<file path="config.mk">
export PLATFORM = sky130hd
export DESIGN_NAME = dice_game_ctrl_p
export DESIGN_NICKNAME = d
export VERILOG_FILES = /design/src/rtl/dice_game_ctrl_p.sv
export SDC_FILE = /design/constraint.sdc
export NUM_CORES = 1
export LEC_CHECK = 0
export ABC_AREA = 1
export BUFFER_PORTS_ARGS = -buffer_cell sky130_fd_sc_hd__buf_2
export CORE_UTILIZATION = 50
export DETAILED_ROUTE_END_ITERATION = 7
export GPL_TIMING_DRIVEN = 1
export PLACE_DENSITY = 0.8
export SLEW_MARGIN = 20
export SYNTH_ARGS = -nofsm -noshare
export SYNTH_HDL_FRONTEND = slang
export SYNTH_SLANG_ARGS = --single-unit
</file>
<file path="constraint.sdc">
create_clock -name clk -period 2.01 [get_ports clk]
set_input_delay 0.402 -clock clk [delete_from_list [all_inputs] [get_ports clk]]
set_output_delay 0.402 -clock clk [all_outputs]
set_load 0.01 [all_outputs]
</file>
<file path="src/rtl/dice_game_ctrl_p.sv">
// Craps-style game controller: two free-running dice while the roll button is held,
// first-roll and point-roll evaluation, and saturating win/loss statistics.
module dice_game_ctrl_p #(
    parameter int SIDES = 6,
    parameter int CNT_W = 8,
    localparam int DW = $clog2(SIDES + 1),
    localparam int SW = DW + 1
) (
    input  logic             clk,
    input  logic             reset,
    input  logic             rb,
    input  logic             new_game,
    input  logic             clr_stats,
    output logic             roll,
    output logic             win,
    output logic             lose,
    output logic [DW-1:0]    die1,
    output logic [DW-1:0]    die2,
    output logic [SW-1:0]    sum,
    output logic [SW-1:0]    point,
    output logic             point_valid,
    output logic [CNT_W-1:0] win_cnt,
    output logic [CNT_W-1:0] loss_cnt,
    output logic [2:0]       state_dbg
);

    typedef enum logic [2:0] {
        S_IDLE, S_ROLL1, S_EVAL1, S_POINT, S_ROLLN, S_EVALN, S_WIN, S_LOSE
    } state_t;

    localparam logic [SW-1:0] WA      = SW'(SIDES + 1);
    localparam logic [SW-1:0] WB      = SW'(2 * SIDES - 1);
    localparam logic [SW-1:0] CRAPS_H = SW'(2 * SIDES);
    localparam logic [DW-1:0] TOP     = DW'(SIDES);
    localparam logic [DW-1:0] ONE     = DW'(1);

    state_t state, state_next;
    logic   spinning, advance, leaving;
    logic   first_win, first_lose, enter_win, enter_lose;

    assign spinning   = (state == S_ROLL1) || (state == S_ROLLN);
    assign advance    = spinning && rb;
    assign leaving    = spinning && !rb;
    assign first_win  = (sum == WA) || (sum == WB);
    assign first_lose = (sum == SW'(2)) || (sum == SW'(3)) || (sum == CRAPS_H);
    assign enter_win  = (state_next == S_WIN)  && (state != S_WIN);
    assign enter_lose = (state_next == S_LOSE) && (state != S_LOSE);

    always_ff @(posedge clk or posedge reset) begin
        if (reset) state <= S_IDLE;
        else       state <= state_next;
    end

    always_comb begin
        state_next = state;
        case (state)
            S_IDLE:  if (rb) state_next = S_ROLL1;
            S_ROLL1: if (!rb) state_next = S_EVAL1;
            S_EVAL1: begin
                if (first_win)       state_next = S_WIN;
                else if (first_lose) state_next = S_LOSE;
                else                 state_next = S_POINT;
            end
            S_POINT: if (rb) state_next = S_ROLLN;
            S_ROLLN: if (!rb) state_next = S_EVALN;
            S_EVALN: begin
                // point can never equal WA, so the two tests are disjoint
                if (sum == point)    state_next = S_WIN;
                else if (sum == WA)  state_next = S_LOSE;
                else                 state_next = S_POINT;
            end
            S_WIN, S_LOSE: if (new_game) state_next = S_IDLE;
            default: state_next = S_IDLE;
        endcase
    end

    always_comb begin
        roll      = advance;
        win       = (state == S_WIN);
        lose      = (state == S_LOSE);
        state_dbg = state;
    end

    // die2 only steps in the cycle die1 wraps, so the pair counts through all SIDES^2 combinations
    always_ff @(posedge clk or posedge reset) begin
        if (reset) begin
            die1 <= ONE;
            die2 <= ONE;
        end else if (advance) begin
            if (die1 == TOP) begin
                die1 <= ONE;
                die2 <= (die2 == TOP) ? ONE : die2 + ONE;
            end else begin
                die1 <= die1 + ONE;
            end
        end
    end

    always_ff @(posedge clk or posedge reset) begin
        if (reset)        sum <= SW'(2);
        else if (leaving) sum <= {1'b0, die1} + {1'b0, die2};
    end

    always_ff @(posedge clk or posedge reset) begin
        if (reset) begin
            point       <= '0;
            point_valid <= 1'b0;
        end else if (state == S_EVAL1 && !first_win && !first_lose) begin
            point       <= sum;
            point_valid <= 1'b1;
        end else if ((state == S_WIN || state == S_LOSE) && new_game) begin
            point       <= '0;
            point_valid <= 1'b0;
        end
    end

    always_ff @(posedge clk or posedge reset) begin
        if (reset) begin
            win_cnt  <= '0;
            loss_cnt <= '0;
        end else if (clr_stats) begin
            win_cnt  <= '0;
            loss_cnt <= '0;
        end else begin
            if (enter_win && win_cnt != '1)   win_cnt  <= win_cnt + 1'b1;
            if (enter_lose && loss_cnt != '1) loss_cnt <= loss_cnt + 1'b1;
        end
    end

endmodule
</file>
After elaboration in Yosys (flattened, before gate mapping)
Cells that the tools add are included.
- add/subtract/negate cells: 5
- equal/unequal tests: 21
- mux-type cells: 20
- reductions and logical operators: 23
- operators by type and width (operator ; number):
    $mux 3 ; 11
    $mux 8 ; 4
    $eq 3x3->1 const B ; 8
    $pmux 3 s7 ; 1
    $add 8x1->8 const B ; 2
    $ne 8x8->1 const B ; 2
    $logic_and 1x1->1 ; 9
    $eq 4x2->1 const B ; 2
    $eq 4x4->1 const B ; 2
    $mux 4 ; 2
    $add 3x1->3 const B ; 2
    $eq 3x2->1 const B ; 2
    $ne 3x3->1 const B ; 2
    $reduce_bool 2->1 ; 3
    $logic_or 1x1->1 ; 5
    $add 3x3->4 ; 1
    $eq 4x3->1 const B ; 1
    $eq 4x4->1 ; 1
    $eq 3x1->1 const B ; 1
    $logic_not 1->1 ; 3
    $logic_not 3->1 ; 1
    $mux 1 ; 2
    $reduce_and 2->1 ; 1
    $reduce_or 2->1 ; 1
- register bits after elaboration: 34
- output and inout port bits: 37
- logic and storage cells: 77

Longest topological paths before layout
Gate-level depths: netlist of the first run.
- depth after elaboration: 11
- gate-level depth with buffers: 12
- gate-level depth less buffers: 12

Worst setup path after synthesis of the first run
No wires, ideal clock.
- path type: reg-to-reg
- start point: register sum[1]
- end point: register win_cnt[0]
- library setup time: 118 ps
- arrival: 1477 ps
- slack: 414 ps
- stages on the path, launching flop included: 12
- path buffers: 0
- clock period less this slack: 1596 ps
- cell sequence: dfstp_2 > inv_2 > nand2_1 > nand2_1 > nor2_1 > nand2_1 > nand2_1 > nand2_1 > a21oi_4 > nand2_4 > nand3_1 > nand2_1
- word-level cells in the longest chain between the ends: 10
- ends and longest elaborated chain (element ; line ; RTL):
    start: declaration ; 19 ; output logic [SW-1:0] sum,
    start signal: assignment ; 101 ; else if (leaving) sum <= {1'b0, die1} + {1'b0, die2};
    $eq 4x2->1 ; 45 ; assign first_lose = (sum == SW'(2)) || (sum == SW'(3)) || (sum == CRAPS_H);
    $logic_or 1x1->1 (2 in a row) ; 45 ;
    $mux 3 ; 61 ; else if (first_lose) state_next = S_LOSE;
    $mux 3 ; 60 ; if (first_win) state_next = S_WIN;
    $pmux 3 s7 (*) ; 56 ; case (state)
    $eq 3x3->1 (*) ; 46 ; assign enter_win = (state_next == S_WIN) && (state != S_WIN);
    $logic_and 1x1->1 (*) ; 46 ;
    $logic_and 1x1->1 (*) ; 125 ; if (enter_win && win_cnt != '1) win_cnt <= win_cnt + 1'b1;
    $reduce_bool 2->1 (no line) (*) ; n/a ;
    end signal: assignment ; 125 ;
    end: declaration ; 22 ; output logic [CNT_W-1:0] win_cnt,
Mark *: on every way between the ends. The rest lies on a longest branch, timed or not.
A chain may end at the register's enable or synchronous reset.

Final worst setup path of the first run
- start point: register state[1] (netlist: state_dbg[1])
- end point: output lose
- word-level cells in the longest chain between the ends: 1
- ends and longest elaborated chain (element ; line ; RTL):
    start: declaration ; 37 ; state_t state, state_next;
    start signal: assignment ; 51 ; else state <= state_next;
    $eq 3x3->1 ; 80 ; lose = (state == S_LOSE);
    end: declaration ; 16 ; output logic lose,
No other way between the ends.

==> results of run 1 <==
## power groups by stage
stage	sequential (W)	clock, W	combinational [W]
final	0.00114	0.000476	0.00152
after global routing	0.00118	0.000508	0.00175
after CTS	0.00113	0.000485	0.00153
after detailed placement	0.00114	0	0.00152
after global placement	0.00113	0	0.00148
after floorplan	0.00119	0	0.00101
## final cells by class
class,count,area [µm²]
Clock buffer,7,76.3
Fill cell,388,1570
Inverter,45,169
Multi-Input combinational cell,190,1040
Sequential cell,34,855
Tap cell,50,62.6
Timing Repair Buffer,44,228
## routing by layer
layer  GRT usage, %  vias to the layer above
li1               -                      984
met1           28.2                      884
met2           35.7                       44
met3           5.00                        6
met4           8.51                        0
met5              0                        -
## repair_timing
| action | 4_1_cts | 5_1_grt |
|---|---|---|
| resized for setup | 0 | 1 |
| setup endpoints to repair | 0 | 1 |
| hold buffers | 0 | 0 |
## sequential cells by signal, summed over array words and instances, names as in the netlist
name and count:
point 4, state_dbg 3, die1 3, sum 4, win_cnt 8, point_valid 1
loss_cnt 8, die2 3
## synthesized netlist by cell type
cell | instances | area, µm²
a21oi_2 | 1 | 8.76
inv_2 | 7 | 26.3
nor3_4 | 1 | 16.3
o21ai_2 | 1 | 8.76
inv_1 | 38 | 143
nand4_2 | 1 | 12.5
xor2_1 | 10 | 87.6
ha_1 | 5 | 62.6
nand2_2 | 1 | 6.26
o21ai_0 | 5 | 25.0
nand2_4 | 1 | 11.3
nand4_1 | 12 | 75.1
a31o_2 | 1 | 8.76
dfrtp_1 | 31 | 776
a21oi_1 | 8 | 40.0
nor2_1 | 19 | 71.3
dfstp_2 | 3 | 78.8
nand3b_1 | 1 | 7.51
nor2_4 | 2 | 22.5
a21oi_4 | 1 | 16.3
xnor2_1 | 2 | 17.5
nor2_2 | 3 | 18.8
nand2_1 | 62 | 233
clkbuf_1 | 2 | 7.51
a31oi_1 | 1 | 6.26
buf_1 | 1 | 3.75
nand3_1 | 46 | 230
o21ai_1 | 1 | 5.00
fa_1 | 1 | 20.0
o22ai_1 | 4 | 25.0
## path summary, 6_finish.rpt
kind                              start          end  slack, ns  depth (start not counted)
setup / recovery           state_dbg[1]         lose       0.13                          3
hold / removal                    reset      die1[2]       0.20                          3
setup reg to reg                 sum[1]   win_cnt[0]       0.19                         11
hold reg to reg             point_valid  point_valid       0.52                          2
max in group asynchronous         reset       sum[1]       1.47                          3
min in group clk            point_valid  point_valid       0.52                          2
## worst max-delay path, stage by stage (launching register included)
cell and delay (ns):
dfrtp_1 0.53, nand2_1 0.16, nor2_1 0.31, buf_2 0.20
## cells by family after synthesis
family	synth area share (%)
AO/OA/AOI/OAI	6.95
XOR/XNOR	5.08
adder cells (fa/ha/maj)	3.99
buffers and inverters	8.70
flip-flops	41.3
AND/OR/NAND/NOR	34.0
## through the flow
stage,cells,utilization [%],cell area (µm²)
5_1_grt,370,60.7,2430
4_1_cts,370,60.7,2430
6_report,370,60.7,2430
3_3_place_gp,363,58.7,2350
2_1_floorplan,272,-,2070
3_5_place_dp,363,58.7,2350
==> out/qor.yml, run 1 <==
outcome:
  outcome: "finished, final reports clean"
pwr:
  seqPwrFrac_pct: 36.3
  power.internal_w: 0.00167
  p_clk_share_pct: 15.2
  switching_share_pct: 46.8
  pwr_density_cell_nw_per_um2: 1290
  p_total_w: 0.00314
  netSwitchingPower_w: 0.00147
  pwr-share-comb_pct: 48.5
  leakagePower_nw: 1.42
  ir_drop_uv: 688
synthesis:
  synth_seq_cells: 34
  ys_warn_count: 0
  yosysSeqAreaShare_pct: 41.3
  yosysUniqueCellTypes: 30
  synth_area_per_cell_um2: 7.61
  syn-num-nets: 283
  syn_inst: 272
  syn_area_um2: 2070
min_path:
  hold_path_class: "input port to asynchronous set/reset pin"
routing:
  wl_mm: 4.38
  drt_first_pass_iters: 6
  drc: 0
  wl_met1_mm: 2.07
  wire_per_inst_um: 11.8
  dr_wl_met2_mm: 2.07
  antenna_left: 0
  via_per_inst: 5.18
  top_layer_used: "met4"
  dr_wl_met3_um: 172
  drt-initial-drc-count: 178
  vias: 1918
global_routing:
  grt_overflow: 0
  grt_pass1_vias: 1691
  antenna_found_initial: 0
  grt_usage_pct: 22.0
  grt_pass1_wl_mm: 7.33
  grt_max_degree: 35
setup_path:
  cp-end-kind: "output pin"
  worstSetupPathType: "flip-flop to output pin"
  startpoint_type: "flip-flop"
  cp.arrival_ns: 1.48
  worstPathRequired_ns: 1.61
  cp_max_fo: 8
timing:
  worst_pin_slew_ns: 0.488
  max-slew-margin-rel_pct: 67.1
  setup_violations: 0
  tns_ns: 0
  fin_crit_ns: 1.88
  fmax_ghz: 0.531
  worst_slack_ns: 0.128
  clock_skew_ns: 0.00400
  rsz0062_at_grt: "no"
  post-route-period-util_pct: 93.6
  final_max_slew_viol_count: 0
  hold_viol: 0
  hold-worst-slack_ns: 0.199
cells_and_area:
  drive_gt1_share_pct: 22.8
  antenna_cells: 0
  final_cell_mix: "nand2_1, nand3_1, buf_2, inv_1, dfrtp_1"
  final_common_cell: "nand2_1"
  nets: 331
  area_delta_synth_final_pct: 17.3
clocking:
  cts_tree: "done"
  cts_buffers: 5
  clkTransAtPathRegs_ns: 0.06
  cts_htree_levels: 2
  root_buffer: "clkbuf_8"
  cts_setup_buffers: 0
  insertion_delay_ns: 0.28
  cts.sinks: 34
  clockBufferDepth: 2
floorplanning:
  die_w_um: 66.4
  ios: 42
  initial_core_util_pct: 51.8
  core_um2: 4000
  placement_rows: 23
  dieArea_um2: 4400
  dieHeight_um: 66.4
placed_design:
  place_congestion: 0.851
  port_buffers: 41
  place_hpwl_mm: 3.15
  dp_slack_ns: 0.220
job:
  drv_cap: 0
Note: power is estimated with default switching activity, not from simulation.
==> run 2: changes to the inputs <==
- CORE_MARGIN: not set -> 2
==> run 2 against run 1 <==
Non-clock buffer count unchanged. Fmax up 1.7%. Clock skew up 0.0022 ns. Largest cell class unchanged. Largest power group unchanged.
==> out/qor.yml, run 2 (synthesized netlist as in run 1, its figures left out) <==
floorplanning:
  placement_rows: 23  # unchanged
  initial_core_util_pct: 51.8  # unchanged
  core_um2: 4000  # unchanged
  die_w_um: 68.4  # +3.0%
  dieArea_um2: 4670  # +6.1%
  ios: 42  # unchanged
  dieHeight_um: 68.4  # +3.0%
placed_design:
  dpl_cell_area_um2: 2350  # unchanged
  place_hpwl_mm: 3.15  # +0.13%
  place_congestion: 0.860  # +0.97%
  dp_cells: 363  # unchanged
  port_buffers: 41  # unchanged
  dp_slack_ns: 0.272  # +0.0519 ns
clocking:
  clockBufferDepth: 2  # unchanged
  cts_resized: 0  # unchanged
  clkTransAtPathRegs_ns: 0.07  # about the same
  root_buffer: "clkbuf_8"
  cts_tree: "done"
  cts_hold_buf: 0  # unchanged
  insertion_delay_ns: 0.29  # about the same
  cts.sinks: 34  # unchanged
  cts_buffers: 5  # unchanged
  cts_setup_buffers: 0  # unchanged
  cts_htree_levels: 2  # unchanged
pwr:
  leakagePower_nw: 1.44  # +1.4%
  pwr_density_cell_nw_per_um2: 1330  # +2.6%
  ir_drop_uv: 837  # +22%
global_routing:
  antenna_found_initial: 0  # unchanged
  grt_pass1_wl_mm: 7.40  # +1.0%
  grt_overflow: 0  # unchanged
  grt_usage_pct: 21.0  # -1.0 points
  grt_max_degree: 35  # unchanged
  grt_pass1_vias: 1664  # -1.6%
timing:
  fin_crit_ns: 1.85  # -0.0313 ns
  worst_pin_slew_ns: 0.455  # -0.0330 ns
  hold-worst-slack_ns: 0.200  # +0.0000660 ns
  post-route-period-util_pct: 92.1  # -1.6 points
  max-slew-margin-rel_pct: 69.3  # +2.2 points
  clock_skew_ns: 0.00618  # +0.00218 ns
  final_max_slew_viol_count: 0  # unchanged
  hold_viol: 0  # unchanged
  tns_ns: 0  # unchanged
  setup_violations: 0  # unchanged
  rsz0062_at_grt: "no"
  fmax_ghz: 0.540  # +1.7%
  worst_slack_ns: 0.160  # +0.0313 ns
setup_path:
  cp.arrival_ns: 1.45  # -0.03 ns
  startpoint_type: "flip-flop"
  worstPathRequired_ns: 1.61  # about the same
  ff2ff_path_depth: 11  # unchanged
  worstSetupPathType: "flip-flop to output pin"
  cp_max_fo: 8  # unchanged
  cp-end-kind: "output pin"
routing:
  drt-initial-drc-count: 168  # -5.6%
  vias: 1914  # -0.21%
  drt_first_pass_iters: 4  # -2
  wire_per_inst_um: 12.0  # +0.94%
  antenna_left: 0  # unchanged
  via_per_inst: 5.16  # -0.48%
  wl_mm: 4.44  # +1.2%
  drc: 0  # unchanged
job:
  drv_cap: 0  # unchanged
cells_and_area:
  drive_gt1_share_pct: 23.7  # +0.86 points
  final_common_cell: "nand2_1"
  finalNonFillerCells: 371  # +0.27%
  nets: 331  # unchanged
  fin_area_um2: 2460  # +1.4%
  area_delta_synth_final_pct: 18.9
  final_cell_mix: "nand2_1, nand3_1, buf_2, inv_1, dfrtp_1"
  top_regs: "loss_cnt: 8 flops, win_cnt: 8 flops"
  antenna_cells: 0  # unchanged
outcome:
  outcome: "finished, final reports clean"
min_path:
  hold_path_class: "input port to asynchronous set/reset pin"
-- run 2: cell types whose count changed in the layout (fill, tap and decap cells not counted) --
| cell | previous run | this run |
|---|---|---|
| clkbuf_1 | 2 | 0 |
| clkbuf_8 | 5 | 8 |
-- run 2: final timing paths --
kind / startpoint / endpoint / slack [ns]
max: state_dbg[1] / lose / 0.16
min reg2reg: point_valid / point_valid / 0.51
min: reset / die2[1] / 0.20
min in group clk: point_valid / point_valid / 0.51
max reg2reg: sum[1] / win_cnt[6] / 0.19
max in group asynchronous: reset / sum[1] / 1.47
-- run 2: cell type report --
type	instances	area, µm²
well taps	50	62.6
flip-flops and latches	34	855
repair buffers	44	228
fillers	356	1540
clock buffers	8	110
multi-input cells	190	1040
inverters	45	169
-- run 2: through the flow --
| stage | power, W | utilization (%) |
|---|---|---|
| 2_1_floorplan | 0.00220 | - |
| 3_5_place_dp | 0.00266 | 58.7 |
| 6_report | 0.00327 | 61.6 |
| 3_3_place_gp | 0.00261 | 58.7 |
| 4_1_cts | 0.00328 | 61.5 |
| 5_1_grt | 0.00355 | 61.6 |
-- run 2: layer usage --
metal | global-route usage, % | vias up | routed length (µm)
met1 | 28.5 | 883 | 2030
met3 | 3.62 | 9 | 201
met2 | 32.2 | 41 | 2110
li1 | - | 981 | -
met4 | 10.5 | 0 | 105
met5 | 0 | - | 0
-- run 2: where the power goes --
part | total, W | internal (W) | switching [W] | leakage, nW
Sequential | 0.00114 | 0.000892 | 0.000250 | 0.433
Clock | 0.000595 | 0.000346 | 0.000249 | 0.0575
Combinational | 0.00153 | 0.000540 | 0.000989 | 0.949
Total | 0.00327 | 0.00178 | 0.00149 | 1.44
-- run 2: worst max-delay path: stages (launching register included) --
cell and delay (ns):
dfrtp_1 0.53, nand2_1 0.16, nor2_1 0.28, buf_2 0.20
==> run 3: changes to the inputs <==
- ABC_AREA: 1 -> 0
- CORE_UTILIZATION: 50 -> 25
- PLACE_DENSITY: 0.8 -> 0.49
==> run 3 against run 2 <==
The run now ends with setup timing left. Register-to-register slack worse by 0.31 ns. Fmax down 13%. Combinational power increased by 65%. Largest power group unchanged. Clock power up 6.1%. Final area rose by 24%. Critical path type is now flip-flop to flip-flop. Utilization fell by 23 points.
==> out/qor.yml, run 3 <==
cells_and_area:
  final_common_cell: "buf_4"
  fin_area_um2: 3050  # +24%
  nets: 317  # -4.2%
  area_delta_synth_final_pct: 49.4
  antenna_cells: 0  # unchanged
  finalNonFillerCells: 409  # +10%
  top_regs: "loss_cnt: 8 flops, win_cnt: 8 flops"
  final_cell_mix: "buf_4, buf_2, dfrtp_1, nand2_1"
  drive_gt1_share_pct: 46.3  # +23 points
  final_util_pct: 39.0  # -23 points
synthesis:
  synth_area_per_cell_um2: 9.49  # +25%
  yosys.area.top_type_share_pct: 38.0  # +0.57 points
  syn_area_um2: 2040  # -1.5%
  yosysUniqueCellTypes: 46  # +53%
  synthArstFlopShare_pct: 100  # unchanged
  yosysTopAreaCell: "dfrtp_1"
  synth_seq_cells: 34  # unchanged
  synth_top_cells_by_count: "dfrtp_1, nand2_1, nor2_1, nand3_1, o21ai_0"
  synth_edf_count: 0  # unchanged
  yosys.cell_count.top_type: "dfrtp_1"
  syn-num-nets: 226  # -20%
  yosysSeqAreaShare_pct: 41.9  # +0.63 points
  ys_warn_count: 0  # unchanged
  syn_inst: 215  # -21%
  yosys_most_used_dff: "dfrtp_1"
  netlist_top_cells_area: "dfrtp_1, mux2_1, dfstp_2"
timing:
  rsz0062_at_grt: "yes"
  setup_violations: 12  # +12
  fmax_ghz: 0.470  # -13%
  final_max_slew_viol_count: 0  # unchanged
  fin_crit_ns: 2.13  # +0.277 ns
  worst_slack_ns: -0.118  # -0.277 ns
  clock_skew_ns: 0.0104  # +0.00418 ns
  post-route-period-util_pct: 106  # +14 points
  max-slew-margin-rel_pct: 61.3  # -8.0 points
  hold_viol: 0  # unchanged
  worst_pin_slew_ns: 0.576  # +0.120 ns
pwr:
  leakagePower_nw: 1.43  # -0.51%
  ir_drop_uv: 405  # -52%
  pwr_density_cell_nw_per_um2: 1400  # +5.4%
setup_path:
  cp.arrival_ns: 2.34  # +0.89 ns
  startpoint_type: "flip-flop"
  path_cells: "xnor2_1 > nand4_1 > buf_4 > nand2b_4 > a211o_2 > or4_1 > a21oi_1"
  worstPathRequired_ns: 2.22  # +0.61 ns
  worstSetupPathType: "flip-flop to flip-flop"
  cp_top_family: "simple AND/OR/NAND/NOR gates"
  cp-end-kind: "flip-flop"
  slowest_stage: "dfstp_2"
  cp_max_fo: 10  # +2
  slowest_delay_ns: 0.55  # +0.02 ns
  path_buf_inv: 1  # unchanged
clocking:
  cts_buffers: 5  # unchanged
  cts_hold_buf: 0  # unchanged
  cts_htree_levels: 2  # unchanged
  insertion_delay_ns: 0.28  # about the same
  clockBufferDepth: 2  # unchanged
  cts_tree: "done"
  cts.sinks: 34  # unchanged
  root_buffer: "clkbuf_8"
  clkTransAtPathRegs_ns: 0.08  # about the same
global_routing:
  antenna_found_initial: 0  # unchanged
  grt_pass1_wl_mm: 9.14  # +23%
  grt_overflow: 0  # unchanged
  grt_max_degree: 35  # unchanged
  grt_usage_pct: 13.1  # -7.9 points
  grt_pass1_vias: 1915  # +15%
floorplanning:
  die_w_um: 94.3  # +38%
  placement_rows: 32  # +39%
  dieHeight_um: 94.3  # +38%
  ios: 42  # unchanged
  core_um2: 7810  # +95%
  initial_core_util_pct: 26.1  # -26 points
  dieArea_um2: 8900  # +90%
outcome:
  outcome: "complete, but fails checks"
  failed_checks: "setup timing"
routing:
  drt_first_pass_iters: 4  # unchanged
  vias: 1903  # -0.57%
  drc: 0  # unchanged
  via_per_inst: 4.65  # -9.8%
  wl_mm: 5.44  # +23%
  drt-initial-drc-count: 72  # -57%
  antenna_left: 0  # unchanged
  wire_per_inst_um: 13.3  # +11%
placed_design:
  dpl_cell_area_um2: 2760  # +18%
  place_hpwl_mm: 3.93  # +24%
  dp_cells: 395  # +8.8%
  port_buffers: 41  # unchanged
  place_congestion: 0.752  # -13%
  dp_slack_ns: -0.317  # -0.588 ns
min_path:
  hold_path_class: "input port to asynchronous set/reset pin"
job:
  drv_cap: 0  # unchanged
## run 3: report_power, final
| part | total, W | internal [W] | switching (W) |
|---|---|---|---|
| sequential | 0.00110 | 0.000883 | 0.000216 |
| combinational | 0.00253 | 0.00122 | 0.00131 |
| clock | 0.000631 | 0.000371 | 0.000260 |
| total | 0.00426 | 0.00247 | 0.00179 |
## run 3: logic make-up after synthesis
group | share of synthesized area (%)
fa+ha+maj | 4.05
compound gates | 12.5
mux | 7.06
buf+inv | 4.97
simple gates | 25.6
xor+xnor | 3.86
flops | 41.9
## run 3: layout make-up
| type | count | area (µm²) |
|---|---|---|
| multi-input cells | 159 | 1290 |
| inverters | 11 | 41.3 |
| flip-flops and latches | 34 | 861 |
| well taps | 102 | 128 |
| fillers | 797 | 4760 |
| repair buffers | 95 | 618 |
| clock inverters | 1 | 30.0 |
| clock buffers | 7 | 76.3 |
## run 3: what timing repair did
item | in CTS | in global routing
gates resized for setup | 19 | 8
endpoints found under the setup margin | 16 | 16
pin swaps | 8 | 4
setup buffers | 4 | 2
## run 3: tightest hold or removal path, stage by stage
cell   delay [ns]
buf_2        0.09
inv_1        0.04
buf_4        0.40
## run 3: worst paths after layout
kind | cells after the start | slack (ns) | from | to
setup reg to reg | 7 | -0.12 | sum[1] | loss_cnt[3]
max in group asynchronous | 3 | 1.44 | reset | state_dbg[1]
hold / removal | 3 | 0.21 | reset | sum[0]
hold reg to reg | 2 | 0.47 | point_valid | point_valid
min in group clk | 2 | 0.47 | point_valid | point_valid
setup / recovery | 7 | -0.12 | sum[1] | loss_cnt[3]
## run 3: per-stage QoR
step | hold slack (ns) | TNS, ns | total power [W]
detailed placement | 0.459 | -3.31 | 0.00328
finish | 0.212 | -1.14 | 0.00426
CTS | 0.226 | -1.39 | 0.00419
floorplan | 0.513 | -0.0990 | 0.00245
global route | 0.253 | -2.95 | 0.00460
global placement | 0.458 | -2.81 | 0.00326
## run 3: per-layer routing
metal | track usage [%] | routed length (µm) | vias to the layer above
li1 | - | - | 960
met1 | 18.1 | 2650 | 909
met2 | 21.0 | 2550 | 30
met3 | 2.49 | 179 | 4
met4 | 3.62 | 67 | 0
met5 | 0 | 0 | -
